--- src/rtl/rdyacpt_pkg.sv ---
// Shared types and LFSR helpers for the rdy/acpt stream source.
//   state_e    : burst FSM states (IDLE/SEND/GAP/DONE)
//   lfsr_taps  : Galois tap mask for a maximal-length LFSR of the given width
//   lfsr_next  : one Galois (right-shift) LFSR step
package rdyacpt_pkg;

  typedef enum logic [1:0] {
    ST_IDLE = 2'd0,
    ST_SEND = 2'd1,
    ST_GAP  = 2'd2,
    ST_DONE = 2'd3
  } state_e;

  localparam int unsigned LFSR_MAX_W = 32;

  // Tap masks are tabulated for widths 2..16 and 32; other widths fall back
  // to the 32-bit polynomial truncated by the caller and are not maximal.
  function automatic logic [LFSR_MAX_W-1:0] lfsr_taps(input int unsigned width);
    logic [LFSR_MAX_W-1:0] taps;
    case (width)
      2:       taps = 32'h0000_0003;
      3:       taps = 32'h0000_0006;
      4:       taps = 32'h0000_000C;
      5:       taps = 32'h0000_0014;
      6:       taps = 32'h0000_0030;
      7:       taps = 32'h0000_0060;
      8:       taps = 32'h0000_00B8;
      9:       taps = 32'h0000_0110;
      10:      taps = 32'h0000_0240;
      11:      taps = 32'h0000_0500;
      12:      taps = 32'h0000_0E08;
      13:      taps = 32'h0000_1C80;
      14:      taps = 32'h0000_3802;
      15:      taps = 32'h0000_6000;
      16:      taps = 32'h0000_B400;
      default: taps = 32'h8020_0003;
    endcase
    return taps;
  endfunction

  function automatic logic [LFSR_MAX_W-1:0] lfsr_next(input logic [LFSR_MAX_W-1:0] cur,
                                                      input int unsigned        width);
    logic [LFSR_MAX_W-1:0] nxt;
    nxt = cur >> 1;
    if (cur[0]) begin
      nxt = nxt ^ lfsr_taps(width);
    end
    return nxt;
  endfunction

endpackage

--- src/rtl/rdyacpt_src_datagen.sv ---
// Data word generator for rdyacpt_source: holds the current word, loads the
// seed and advances to the next word on request.
// Build option: `RDYACPT_SOURCE_LFSR_EN selects a Galois LFSR sequence (a zero
// seed is replaced by 1); otherwise the word increments with silent wrap.
// Ports:
//   clk, reset  : clock, synchronous active-high reset (word clears to 0)
//   load_i      : capture seed_i as the current word
//   step_i      : advance to the next word (ignored when load_i is high)
//   seed_i      : first word of a burst
//   data_o      : current word (registered)
module rdyacpt_src_datagen
  import rdyacpt_pkg::*;
#(
  parameter int unsigned WIDTH = 8
) (
  input  logic             clk,
  input  logic             reset,
  input  logic             load_i,
  input  logic             step_i,
  input  logic [WIDTH-1:0] seed_i,
  output logic [WIDTH-1:0] data_o
);

  logic [WIDTH-1:0] data_q;
  logic [WIDTH-1:0] data_d;

`ifdef RDYACPT_SOURCE_LFSR_EN
  logic [LFSR_MAX_W-1:0] step_ext;

  // LFSR next word; the all-zero state would lock up, so a zero seed becomes 1.
  always_comb begin
    step_ext = LFSR_MAX_W'(data_q);
    data_d   = data_q;
    if (load_i) begin
      data_d = (seed_i == '0) ? WIDTH'(1) : seed_i;
    end else if (step_i) begin
      data_d = WIDTH'(lfsr_next(step_ext, WIDTH));
    end
  end
`else
  // Incrementing next word, wrapping modulo 2^WIDTH.
  always_comb begin
    data_d = data_q;
    if (load_i) begin
      data_d = seed_i;
    end else if (step_i) begin
      data_d = data_q + WIDTH'(1);
    end
  end
`endif

  always_ff @(posedge clk) begin
    if (reset) begin
      data_q <= '0;
    end else begin
      data_q <= data_d;
    end
  end

  assign data_o = data_q;

endmodule

--- src/rtl/rdyacpt_source.sv ---
// Burst traffic source for a rdy/acpt pipeline: emits num_words words starting
// at seed, with gap_cycles idle cycles between words, and reports progress.
// Build option: `RDYACPT_SOURCE_LFSR_EN switches the data sequence from
// incrementing to LFSR (see rdyacpt_src_datagen).
// Ports:
//   clk, reset       : clock, synchronous active-high reset
//   start            : burst request, sampled only in IDLE
//   num_words        : burst length (captured with start)
//   gap_cycles       : idle cycles between words (captured with start)
//   seed             : first data word (captured with start)
//   downstream_rdy   : word valid toward sink
//   downstream_acpt  : sink accepts; transfer = rdy & acpt at a rising edge
//   downstream_data  : current word
//   busy             : burst in progress
//   done             : one-cycle end-of-burst pulse
//   words_sent       : transfers completed in the current/last burst
module rdyacpt_source
  import rdyacpt_pkg::*;
#(
  parameter int unsigned WIDTH = 8,
  parameter int unsigned CNT_W = 16,
  parameter int unsigned GAP_W = 8
) (
  input  logic             clk,
  input  logic             reset,
  input  logic             start,
  input  logic [CNT_W-1:0] num_words,
  input  logic [GAP_W-1:0] gap_cycles,
  input  logic [WIDTH-1:0] seed,
  output logic             downstream_rdy,
  input  logic             downstream_acpt,
  output logic [WIDTH-1:0] downstream_data,
  output logic             busy,
  output logic             done,
  output logic [CNT_W-1:0] words_sent
);

  state_e           state_q;
  logic [CNT_W-1:0] num_q;
  logic [CNT_W-1:0] sent_q;
  logic [GAP_W-1:0] gap_q;
  logic [GAP_W-1:0] gap_cnt_q;
  logic             rdy_q;
  logic             busy_q;
  logic             done_q;

  logic             accept_c;
  logic             xfer_c;
  logic             last_c;
  logic             step_c;

  assign accept_c = (state_q == ST_IDLE) && start;
  assign xfer_c   = (state_q == ST_SEND) && rdy_q && downstream_acpt;
  // sent_q < num_q whenever this matters, so the increment cannot overflow.
  assign last_c   = ((sent_q + CNT_W'(1)) == num_q);
  // The word only advances when another word follows; the last word is held.
  assign step_c   = xfer_c && !last_c;

  rdyacpt_src_datagen #(
    .WIDTH (WIDTH)
  ) u_datagen (
    .clk    (clk),
    .reset  (reset),
    .load_i (accept_c),
    .step_i (step_c),
    .seed_i (seed),
    .data_o (downstream_data)
  );

  // Burst FSM with registered handshake and status outputs.
  always_ff @(posedge clk) begin
    if (reset) begin
      state_q   <= ST_IDLE;
      num_q     <= '0;
      sent_q    <= '0;
      gap_q     <= '0;
      gap_cnt_q <= '0;
      rdy_q     <= 1'b0;
      busy_q    <= 1'b0;
      done_q    <= 1'b0;
    end else begin
      done_q <= 1'b0;
      case (state_q)
        ST_IDLE: begin
          if (accept_c) begin
            num_q  <= num_words;
            gap_q  <= gap_cycles;
            sent_q <= '0;
            busy_q <= 1'b1;
            if (num_words == '0) begin
              state_q <= ST_DONE;
            end else begin
              state_q <= ST_SEND;
              rdy_q   <= 1'b1;
            end
          end
        end
        ST_SEND: begin
          if (xfer_c) begin
            sent_q <= sent_q + CNT_W'(1);
            if (last_c) begin
              rdy_q   <= 1'b0;
              state_q <= ST_DONE;
            end else if (gap_q != '0) begin
              // One gap cycle elapses while entering GAP, hence the -1.
              rdy_q     <= 1'b0;
              gap_cnt_q <= gap_q - GAP_W'(1);
              state_q   <= ST_GAP;
            end
          end
        end
        ST_GAP: begin
          if (gap_cnt_q == '0) begin
            rdy_q   <= 1'b1;
            state_q <= ST_SEND;
          end else begin
            gap_cnt_q <= gap_cnt_q - GAP_W'(1);
          end
        end
        ST_DONE: begin
          done_q  <= 1'b1;
          busy_q  <= 1'b0;
          state_q <= ST_IDLE;
        end
        default: begin
          state_q <= ST_IDLE;
        end
      endcase
    end
  end

  assign downstream_rdy = rdy_q;
  assign busy           = busy_q;
  assign done           = done_q;
  assign words_sent     = sent_q;

endmodule

--- config.mk ---
export PLATFORM = sky130hd
export DESIGN_NAME = rdyacpt_source
export DESIGN_NICKNAME = d
export VERILOG_FILES = /design/src/rtl/rdyacpt_pkg.sv /design/src/rtl/rdyacpt_src_datagen.sv /design/src/rtl/rdyacpt_source.sv
export SDC_FILE = /design/constraint.sdc
export NUM_CORES = 1
export LEC_CHECK = 0
export ABC_AREA = 1
export CAP_MARGIN = 10
export CORE_MARGIN = 2
export CORE_UTILIZATION = 39
export CTS_CLUSTER_SIZE = 12
export DETAILED_ROUTE_END_ITERATION = 10
export PLACE_DENSITY = 0.6
export REMOVE_ABC_BUFFERS = 1
export SYNTH_ARGS = -nofsm -noshare
export SYNTH_HDL_FRONTEND = slang
export SYNTH_SLANG_ARGS = --single-unit
--- constraint.sdc ---
create_clock -name clk -period 2.3 [get_ports clk]
set_input_delay 0.46 -clock clk [delete_from_list [all_inputs] [get_ports clk]]
set_output_delay 0.46 -clock clk [all_outputs]
set_load 0.05 [all_outputs]
## Word-level counts from Yosys, hierarchy flattened

Cells that the tools add are included.

- Register bits after elaboration: 61
- Bits of input ports: 36
- Output and inout port bits: 27
- Logic and storage cells: 72

- Add/subtract/negate cells: 4
- Equality and inequality tests: 12
- Mux-type cells: 27
- Reductions and logical operators: 20

Operators by type and width:

| kind | count |
|---|---|
| 2-to-1 mux 8 bit | 6 |
| 2-to-1 mux 16 bit | 2 |
| one-hot mux 16 bit (2 select lines) | 1 |
| adder 16 x 1 -> 16 bit (second input constant) | 1 |
| equality test 16 bit | 1 |
| logical NOT 16 bit | 1 |
| one-hot mux 8 bit (2 select lines) | 1 |
| subtractor 8 x 1 -> 8 bit (second input constant) | 2 |
| 2-to-1 mux 2 bit | 6 |
| != test 2 bit (second input constant) | 6 |
| adder 8 x 1 -> 8 bit (second input constant) | 1 |
| logical NOT 8 bit | 1 |
| 2-to-1 mux 1 bit | 8 |
| one-hot mux 2 bit (4 select lines) | 1 |
| nonzero test 2 bit | 4 |
| nonzero test 8 bit | 1 |
| AND reduction 6 bit | 1 |
| AND reduction 5 bit | 1 |
| equality test 2 bit (second input constant) | 2 |
| logical AND 1 bit | 4 |
| AND reduction 2 bit | 2 |
| AND reduction 4 bit | 1 |
| != test 3 x 2 -> 1 bit (second input constant) | 1 |
| one-hot mux 1 bit (3 select lines) | 1 |
| other kinds (7) | 7 |

## Logic depth before layout (Yosys ltp)

Gate-level depths: netlist of run 1.

- Word-level depth: 6
- Gate-level depth with buffers: 17
- Depth with buffers taken out: 17

## By module

A second synthesis of run 1 with hierarchy kept.

- Cells, all modules: 565
- Area total of the unflattened synthesis: 3609.7 µm²

Modules (own cells, without submodules):

| module | instances | cells an instance | area an instance (µm²) | sequential area each (µm²) |
|---|---|---|---|---|
| rdyacpt_source | 1 | 495 | 3120.5 | 1061.0 |
| rdyacpt_src_datagen | 1 | 70 | 489.2 | 160.2 |

## Least setup slack after synthesis of run 1

No wires, ideal clock.

- Kind: flip-flop to flip-flop
- Start: reg sent_q[0], in the netlist words_sent[0]
- End: reg gap_cnt_q[0]
- Data arrival time: 2.331 ns
- Required time: 2.185 ns
- Setup slack: -0.146 ns
- Stages on the path, launching flop included: 16
- Clock period less this slack: 2.446 ns
- Path through: dfxtp_1 -> ha_1 -> nand2_1 -> nor2_4 -> nand4_1 -> nand2_1 -> nand2_1 -> nand2_1 -> nand2_1 -> nor2_2 -> nand3_2 -> nand2_2 -> nand2_4 -> buf_6 -> a21oi_1 -> nor2_1

- Longest elaborated chain between the ends: 4

RTL lines:

| item | RTL line | RTL |
|---|---|---|
| start, declared | rdyacpt_source.sv:40 | `logic [CNT_W-1:0] sent_q;` |
| start signal, assigned | rdyacpt_source.sv:100 | `sent_q <= sent_q + CNT_W'(1);` |
| adder 16 x 1 -> 16 bit | rdyacpt_source.sv:55 | `assign last_c = ((sent_q + CNT_W'(1)) == num_q);` |
| equality test 16 bit | rdyacpt_source.sv:55 |  |
| != test 2 bit (no source line) | - |  |
| AND reduction 5 bit (no source line) | - |  |
| end signal, assigned | rdyacpt_source.sv:107 | `gap_cnt_q <= gap_q - GAP_W'(1);` |
| end signal, assigned | rdyacpt_source.sv:117 | `gap_cnt_q <= gap_cnt_q - GAP_W'(1);` |
| end, declared | rdyacpt_source.sv:42 | `logic [GAP_W-1:0] gap_cnt_q;` |

Every way passes these cells.
A chain may end at the register's enable or synchronous reset.

## Worst setup path in the final report of run 1

- Start: reg sent_q[1], in the netlist words_sent[1]
- End: reg gap_cnt_q[3]

The elaborated chain is that of the path after synthesis.

==> results of run 1 <==
-- sequential cells by signal, indices dropped and copies added, names as in the netlist --
| register | cells |
|---|---|
| num_q | 16 |
| done | 1 |
| busy | 1 |
| downstream_rdy | 1 |
| state_q | 2 |
| words_sent | 16 |
| gap_cnt_q | 8 |
| u_datagen.data_o | 8 |
| gap_q | 8 |
-- repair_timing --
item / CTS / global route
endpoints found under the setup margin: 8 / 19
cloned: 0 / 3
pin swaps: 0 / 14
buffers inserted: 0 / 3
resized for setup: 1 / 51
-- metal layers --
metal | part of all wire, % | up-vias | GRT usage [%]
li1 | - | 2128 | -
met1 | 45 | 1869 | 27.0
met2 | 48 | 117 | 36.9
met3 | 5.4 | 16 | 4.10
met4 | 1.8 | 0 | 8.10
met5 | 0 | - | 0
-- critical path: cells and delay by family (launching register included) --
family | cells | cell delay (ps)
AOI/OAI and AO/OA | 1 | 150
buffers and inverters | 3 | 320
DFF | 1 | 370
and+or+nand+nor | 13 | 1230
-- cell usage after synthesis, drive strengths merged --
master	n
nand2	171
nor2	86
nand3	69
dfxtp	61
inv	61
o21ai	45
a21oi	44
clkbuf	12
nand4	12
xor2	9
buf	6
nor4	6
nand3b	5
nor3	4
ha	3
xnor2	3
nor3b	2
or2	2
a211oi	1
clkinv	1
o31ai	1
xor3	1
-- cells by family (layout without fill, tap and decap cells) --
kind of cell	after synthesis	count (layout)	share of synthesized area (%)
buffers and inverters	80	159	8.38
AND/OR/NAND/NOR	357	359	42.1
adder cells (fa/ha/maj)	3	3	1.01
flip-flops	61	61	32.7
AO/OA/AOI/OAI	91	91	12.3
XOR/XNOR	13	13	3.45
-- worst max-delay path by stage --
stage	startpoint	end	slack, ps
global placement	words_sent[0]$_SDFFE_PP0P_	u_datagen.data_o[7]$_SDFFE_PP0P_	40
finish	words_sent[1]$_SDFFE_PP0P_	gap_cnt_q[3]$_SDFFE_PP0P_	130
CTS	words_sent[0]$_SDFFE_PP0P_	u_datagen.data_o[7]$_SDFFE_PP0P_	30
floorplan	state_q[1]$_SDFFE_PP0P_	words_sent[0]$_SDFFE_PP0P_	-220
detailed placement	words_sent[0]$_SDFFE_PP0P_	u_datagen.data_o[7]$_SDFFE_PP0P_	-20
global route	words_sent[1]$_SDFFE_PP0P_	gap_cnt_q[5]$_SDFFE_PP0P_	-10
-- cell type report --
cell class	count	area [µm²]
Fill cell	937	4260
Multi-Input combinational cell	466	2340
Sequential cell	61	1240
Timing Repair Buffer	83	837
Inverter	62	235
Tap cell	129	161
Clock buffer	12	155
Clock inverter	2	10.0
-- power by group through the flow --
stage               sequential (W)  clock, W  combinational [W]
finish                     0.00137  0.000858            0.00156
global route               0.00139  0.000921            0.00174
CTS                        0.00136  0.000873            0.00150
detailed placement         0.00138         0            0.00149
global placement           0.00139         0            0.00147
floorplan                  0.00151         0           0.000873
-- metrics by stage --
stage / utilization [%] / power (W) / worst slack (ps) / cell area (µm²)
5_1_grt: 53.9 / 0.00405 / -10.9 / 4980
2_1_floorplan: - / 0.00239 / -225 / 3650
3_3_place_gp: 49.6 / 0.00286 / 39.4 / 4590
4_1_cts: 51.4 / 0.00374 / 25.7 / 4750
3_5_place_dp: 49.6 / 0.00287 / -17.8 / 4590
6_report: 53.9 / 0.00378 / 130 / 4980
==> impl_metrics.sql, run 1 <==
INSERT INTO impl_metrics (metric_group, metric, value, unit) VALUES
('outcome', 'result_of_the_run', 'finished clean', ''),
('power_and_ir_drop', 'power_switching', '0.00153', 'W'),
('sta', 'fmax', '461', 'MHz'),
('sta', 'worst_pin_slew', '990', 'ps'),
('sta', 'setup_viol', '0', ''),
('place', 'place_congestion', '0.883', ''),
('global_route', 'grt_antenna_before_repair', '0', ''),
('power_and_ir_drop', 'power_frac_seq', '36.1', '%'),
('detailed_routing', 'detailroute.via_count', '4130', ''),
('clock_network', 'worstSkewPairLatency', '350', 'ps'),
('synth', 'synth_top_cell_by_area', 'sky130_fd_sc_hd__dfxtp_1', ''),
('power_and_ir_drop', 'power_density', '760', 'nW/µm²'),
('worst_setup_path', 'crit_path_start_kind', 'flop', ''),
('cells_and_area', 'layout_commonest_cell', 'sky130_fd_sc_hd__nand2_1', ''),
('power_and_ir_drop', 'internal_power', '0.00226', 'W'),
('clock_network', 'tritoncts_clock_tree', 'done', ''),
('worst_setup_path', 'crit_reg_reg_endpoint', 'gap_cnt_q[3]$_SDFFE_PP0P_', ''),
('worst_setup_path', 'worstSetupEndpointType', 'flop', ''),
('worst_setup_path', 'timing.reg2reg.worst_path_depth', '17', ''),
('clock_network', 'cts_hold_repair.buffers', '0', ''),
('worst_setup_path', 'cpMaxStageDelayCell', 'sky130_fd_sc_hd__dfxtp_4', ''),
('cells_and_area', 'final_nets', '722', ''),
('global_route', 'grt_pass1_vias', '3771', ''),
('floorplanning', 'io_pins', '63', ''),
('clock_network', 'clkTransAtPathRegs', '70', 'ps'),
('detailed_routing', 'post_drt_wl_per_cell', '13.6', 'µm'),
('clock_network', 'clock_tree.root_cell', 'sky130_fd_sc_hd__clkbuf_8', ''),
('worst_hold_path', 'timing.hold.worst.start', 'busy$_SDFFE_PP0P_', ''),
('synth', 'ys_ff_latch', '61', ''),
('worst_setup_path', 'critical_path_required', '2540', 'ps'),
('cells_and_area', 'diodes', '0', ''),
('power_and_ir_drop', 'pwr-share-clk', '22.7', '%'),
('sta', 'hold_slack', '467', 'ps'),
('power_and_ir_drop', 'comb_power_share', '41.2', '%'),
('detailed_routing', 'firstDrtPassIters', '5', ''),
('global_route', 'wire_length_of_the_first_global_routing_pass', '17.7', 'mm'),
('worst_hold_path', 'min_path_cells', '2', ''),
('global_route', 'overflow', '0', ''),
('sta', 'skew', '7.76', 'ps'),
('power_and_ir_drop', 'power.switching_fraction', '40.4', '%'),
('worst_setup_path', 'cell_with_the_most_instances_on_the_worst_path', 'sky130_fd_sc_hd__nand2_2', ''),
('worst_setup_path', 'ff_to_ff_setup_slack', '130', 'ps'),
('synth', 'netlist.area_leader.share', '32.7', '%'),
('worst_setup_path', 'critical_path_class', 'flop to flop', ''),
('sta', 'worst_slew_margin_rel', '33.8', '%'),
('sta', 'fin_crit_sh', '94.3', '%'),
('cells_and_area', 'top_library_cells_by_usage_in_the_layout_fill_and_taps_aside', 'sky130_fd_sc_hd__nand2_1 (153), sky130_fd_sc_hd__nor2_1 (74), sky130_fd_sc_hd__nand3_1 (64)', ''),
('synth', 'yosys_warnings', '0', ''),
('floorplanning', 'fp.dieArea', '10400', 'µm²'),
('clock_network', 'clock_sinks', '61', ''),
('detailed_routing', 'routed_wl', '11.0', 'mm'),
('floorplanning', 'die_width', '102', 'µm'),
('place', 'detailed_placement_hpwl', '7.76', 'mm'),
('synth', 'avg_cell_area_syn', '6.17', 'µm²'),
('detailed_routing', 'detail_route.drc_violations', '0', ''),
('run', 'drv_cap', '0', ''),
('synth', 'syn_inst', '605', ''),
('sta', 'final-hold-violation-count', '0', ''),
('power_and_ir_drop', 'leakage', '2.11', 'nW'),
('floorplanning', 'core_region_area', '9240', 'µm²'),
('floorplanning', 'chip_height', '102', 'µm'),
('place', 'placed_cells_incl_taps', '795', ''),
('floorplanning', 'num_rows', '35', ''),
('clock_network', 'htree_levels', '3', ''),
('worst_setup_path', 'worstPathCellList', 'buf_6 > nand2_2 > nor2_4 > buf_12 > nand2_4 > inv_2 > nand2_1 > nand2_2 > nand3_2 > nand2_2 > nand2_2 > nor2_2 > nand3_2 > nand2_4 > nand2_4 > a21oi_1 > nor2_1', ''),
('worst_setup_path', 'crit_arrival', '2410', 'ps'),
('sta', 'finalSetupTns', '0', 'ps'),
('sta', 'slew_viol_final', '0', ''),
('synth', 'ys_types', '30', ''),
('global_route', 'global_route.usage.total', '21.6', '%'),
('power_and_ir_drop', 'vdd_ir_drop_max', '0.509', 'mV');
Note: power is estimated with default switching activity, not from simulation.
==> run 2, diff against run 1 <==
GPL_ROUTABILITY_DRIVEN = 0   (was unset)
SLEW_MARGIN = 15   (was unset)
==> results of run 2 <==
The final DEF is identical to that of run 1; final timing and power are the same.
==> run 3, diff against run 2 <==
CORE_ASPECT_RATIO = 1.75   (was unset)
HOLD_SLACK_MARGIN = 0.03   (was unset)
==> run 3 against run 2 <==
  * First-iteration DRC count shrank 15%
  * Register-to-register slack got worse by 30 ps
  * Sequential power barely moved
  * Clock skew decreased by 5.0 ps
  * Combinational power hardly changed
  * Global-route usage grew 0.86 points
  * Utilization rose by 0.67 points
  * Critical path depth down 3
  * Cell count up 0.37%
  * Via count up 1.4%
  * Clock power is 69% higher
  * Largest cell class unchanged
  * Highest routed layer unchanged
==> impl_metrics.sql, run 3 (same netlist as run 1, synthesis figures left out) <==
INSERT INTO impl_metrics (metric_group, metric, value, unit) VALUES
('detailed_routing', 'detailroute.via_count', '4186', ''),
('detailed_routing', 'drt_first_iter_violations', '174', ''),
('clock_network', 'clock_sinks', '61', ''),
('floorplanning', 'io_pins', '63', ''),
('clock_network', 'tritoncts_clock_tree', 'done', ''),
('run', 'drv_cap', '0', ''),
('cells_and_area', 'finalCoreUtilization', '54.6', '%'),
('sta', 'post-route-min-period', '2200', 'ps'),
('cells_and_area', 'areaGrowthSynthToFinish', '37.7', '%'),
('cells_and_area', 'diodes', '0', ''),
('clock_network', 'cts-root-to-sink-buffers', '2', ''),
('worst_setup_path', 'path_max_fanout', '8', ''),
('power_and_ir_drop', 'vdd_ir_drop_max', '0.532', 'mV'),
('sta', 'final-hold-violation-count', '0', ''),
('global_route', 'met3_usage', '4.81', '%'),
('worst_setup_path', 'worstSetupEndpointType', 'flop', ''),
('worst_hold_path', 'holdCritPathClass', 'flop to flop', ''),
('global_route', 'pin_count_of_the_biggest_net_entering_global_routing', '42', ''),
('place', 'count_of_input_and_output_buffers', '62', ''),
('sta', 'fmax', '454', 'MHz'),
('floorplanning', 'start_util', '39.7', '%'),
('cells_and_area', 'nFillCells', '987', ''),
('floorplanning', 'core_region_area', '9410', 'µm²'),
('worst_setup_path', 'crit_arrival', '2430', 'ps'),
('global_route', 'grt_pass1_vias', '4096', ''),
('floorplanning', 'chip_height', '133', 'µm'),
('global_route', 'use_met2', '42.3', '%'),
('power_and_ir_drop', 'total_power', '0.00437', 'W'),
('worst_setup_path', 'timing.reg2reg.worst_path_depth', '14', ''),
('global_route', 'grtUsageMet1', '21.2', '%'),
('worst_setup_path', 'critical_path_required', '2530', 'ps'),
('floorplanning', 'die_width', '77.9', 'µm'),
('cells_and_area', 'top_library_cells_by_usage_in_the_layout_fill_and_taps_aside', 'sky130_fd_sc_hd__nand2_1 (155), sky130_fd_sc_hd__nor2_1 (76), sky130_fd_sc_hd__nand3_1 (63)', ''),
('floorplanning', 'fp.dieArea', '10400', 'µm²'),
('cells_and_area', 'layout_commonest_cell', 'sky130_fd_sc_hd__nand2_1', ''),
('detailed_routing', 'detail_route.drc_violations', '0', ''),
('power_and_ir_drop', 'power_density', '850', 'nW/µm²'),
('place', 'detailed_placement_hpwl', '8.51', 'mm'),
('clock_network', 'clkTransAtPathRegs', '50', 'ps'),
('worst_setup_path', 'critical_path_class', 'flop to flop', ''),
('sta', 'skew', '2.81', 'ps'),
('global_route', 'wire_length_of_the_first_global_routing_pass', '18.3', 'mm'),
('cells_and_area', 'final_nets', '731', ''),
('sta', 'slew_viol_final', '0', ''),
('clock_network', 'worstSkewPairLatency', '330', 'ps'),
('sta', 'setup_viol', '0', ''),
('detailed_routing', 'viasPerCell', '5.12', ''),
('detailed_routing', 'detail-route-antenna-nets', '0', ''),
('global_route', 'grt_antenna_before_repair', '0', ''),
('sta', 'fin_crit_sh', '95.9', '%'),
('worst_setup_path', 'crit_path_start_kind', 'flop', ''),
('clock_network', 'clock_tree.root_cell', 'sky130_fd_sc_hd__clkbuf_16', ''),
('sta', 'worst_pin_slew', '1010', 'ps'),
('clock_network', 'htree_levels', '3', ''),
('clock_network', 'total_cts_buffers', '9', ''),
('global_route', 'grt.busiest_layer', 'met2', ''),
('power_and_ir_drop', 'leakage', '2.21', 'nW'),
('cells_and_area', 'register_area', '1230', 'µm²'),
('worst_hold_path', 'min_path_cells', '2', ''),
('sta', 'worst_slew_margin_rel', '32.7', '%'),
('detailed_routing', 'post_drt_wl_per_cell', '14.1', 'µm'),
('cells_and_area', 'post_route_cells_drive_above_1_share', '13.6', '%'),
('detailed_routing', 'firstDrtPassIters', '4', ''),
('global_route', 'global_route.usage.total', '22.4', '%'),
('floorplanning', 'num_rows', '47', ''),
('detailed_routing', 'routed_wl', '11.5', 'mm'),
('global_route', 'overflow', '0', ''),
('outcome', 'result_of_the_run', 'finished clean', ''),
('cells_and_area', 'multi_input_area', '2310', 'µm²');
==> run 3: layer usage <==
layer / share of wire, % / up-vias / routed length, µm
li1: - / 2145 / -
met1: 38 / 1888 / 4360
met2: 53 / 107 / 6090
met3: 3.9 / 46 / 451
met4: 5.3 / 0 / 616
met5: 0 / - / 0
==> run 3: worst paths after layout <==
| kind | to | slack (ps) | from |
|---|---|---|---|
| max | gap_cnt_q[4]$_SDFFE_PP0P_ | 100 | words_sent[5]$_SDFFE_PP0P_ |
| min | busy$_SDFFE_PP0P_ | 460 | busy$_SDFFE_PP0P_ |
| max reg2reg | gap_cnt_q[4]$_SDFFE_PP0P_ | 100 | words_sent[5]$_SDFFE_PP0P_ |
| min reg2reg | busy$_SDFFE_PP0P_ | 460 | busy$_SDFFE_PP0P_ |
==> run 3: critical path, cell delays in order (launching register included) <==
cell	delay (ps)
sky130_fd_sc_hd__dfxtp_2	410
sky130_fd_sc_hd__nand2_2	120
sky130_fd_sc_hd__nor2_4	240
sky130_fd_sc_hd__buf_12	140
sky130_fd_sc_hd__nand4_1	120
sky130_fd_sc_hd__nand2_1	140
sky130_fd_sc_hd__nand2_1	60
sky130_fd_sc_hd__nand2_1	70
sky130_fd_sc_hd__nand2_1	60
sky130_fd_sc_hd__nor2_2	120
sky130_fd_sc_hd__nand3_2	130
sky130_fd_sc_hd__nand2_4	140
sky130_fd_sc_hd__nand2_4	100
sky130_fd_sc_hd__a21oi_1	160
sky130_fd_sc_hd__nor2_1	50
==> run 3: what timing repair did <==
| item | CTS | global route |
|---|---|---|
| pin swaps | 7 | 12 |
| endpoints found under the setup margin | 16 | 19 |
| setup buffers | 3 | 4 |
| hold buffers | 0 | 0 |
| cloned | 1 | 0 |
| resized for setup | 13 | 35 |
==> run 3: per-stage QoR <==
step	std cells	hold slack, ps	setup WS (ps)	TNS, ps	cell area [µm²]
2_1_floorplan	587	446	-225	-4850	3650
3_3_place_gp	795	456	-59.1	-419	4600
3_5_place_dp	795	458	-85.9	-789	4600
4_1_cts	814	465	12.7	0	5010
5_1_grt	818	488	-20.1	-127	5140
6_report	818	465	95.4	0	5140
==> run 3: area by class of cell <==
type | instances | share of cell area, %
well taps | 122 | 2.97
multi-input cells | 465 | 45.0
clock buffers | 10 | 4.65
flip-flops and latches | 61 | 24.0
clock inverters | 5 | 1.46
repair buffers | 93 | 17.2
inverters | 62 | 4.63
==> run 3: power by group <==
group	internal [W]	switching, W	leakage, nW
Combinational	0.000583	0.000970	1.54
Clock	0.000965	0.000482	0.158
Sequential	0.00124	0.000130	0.506
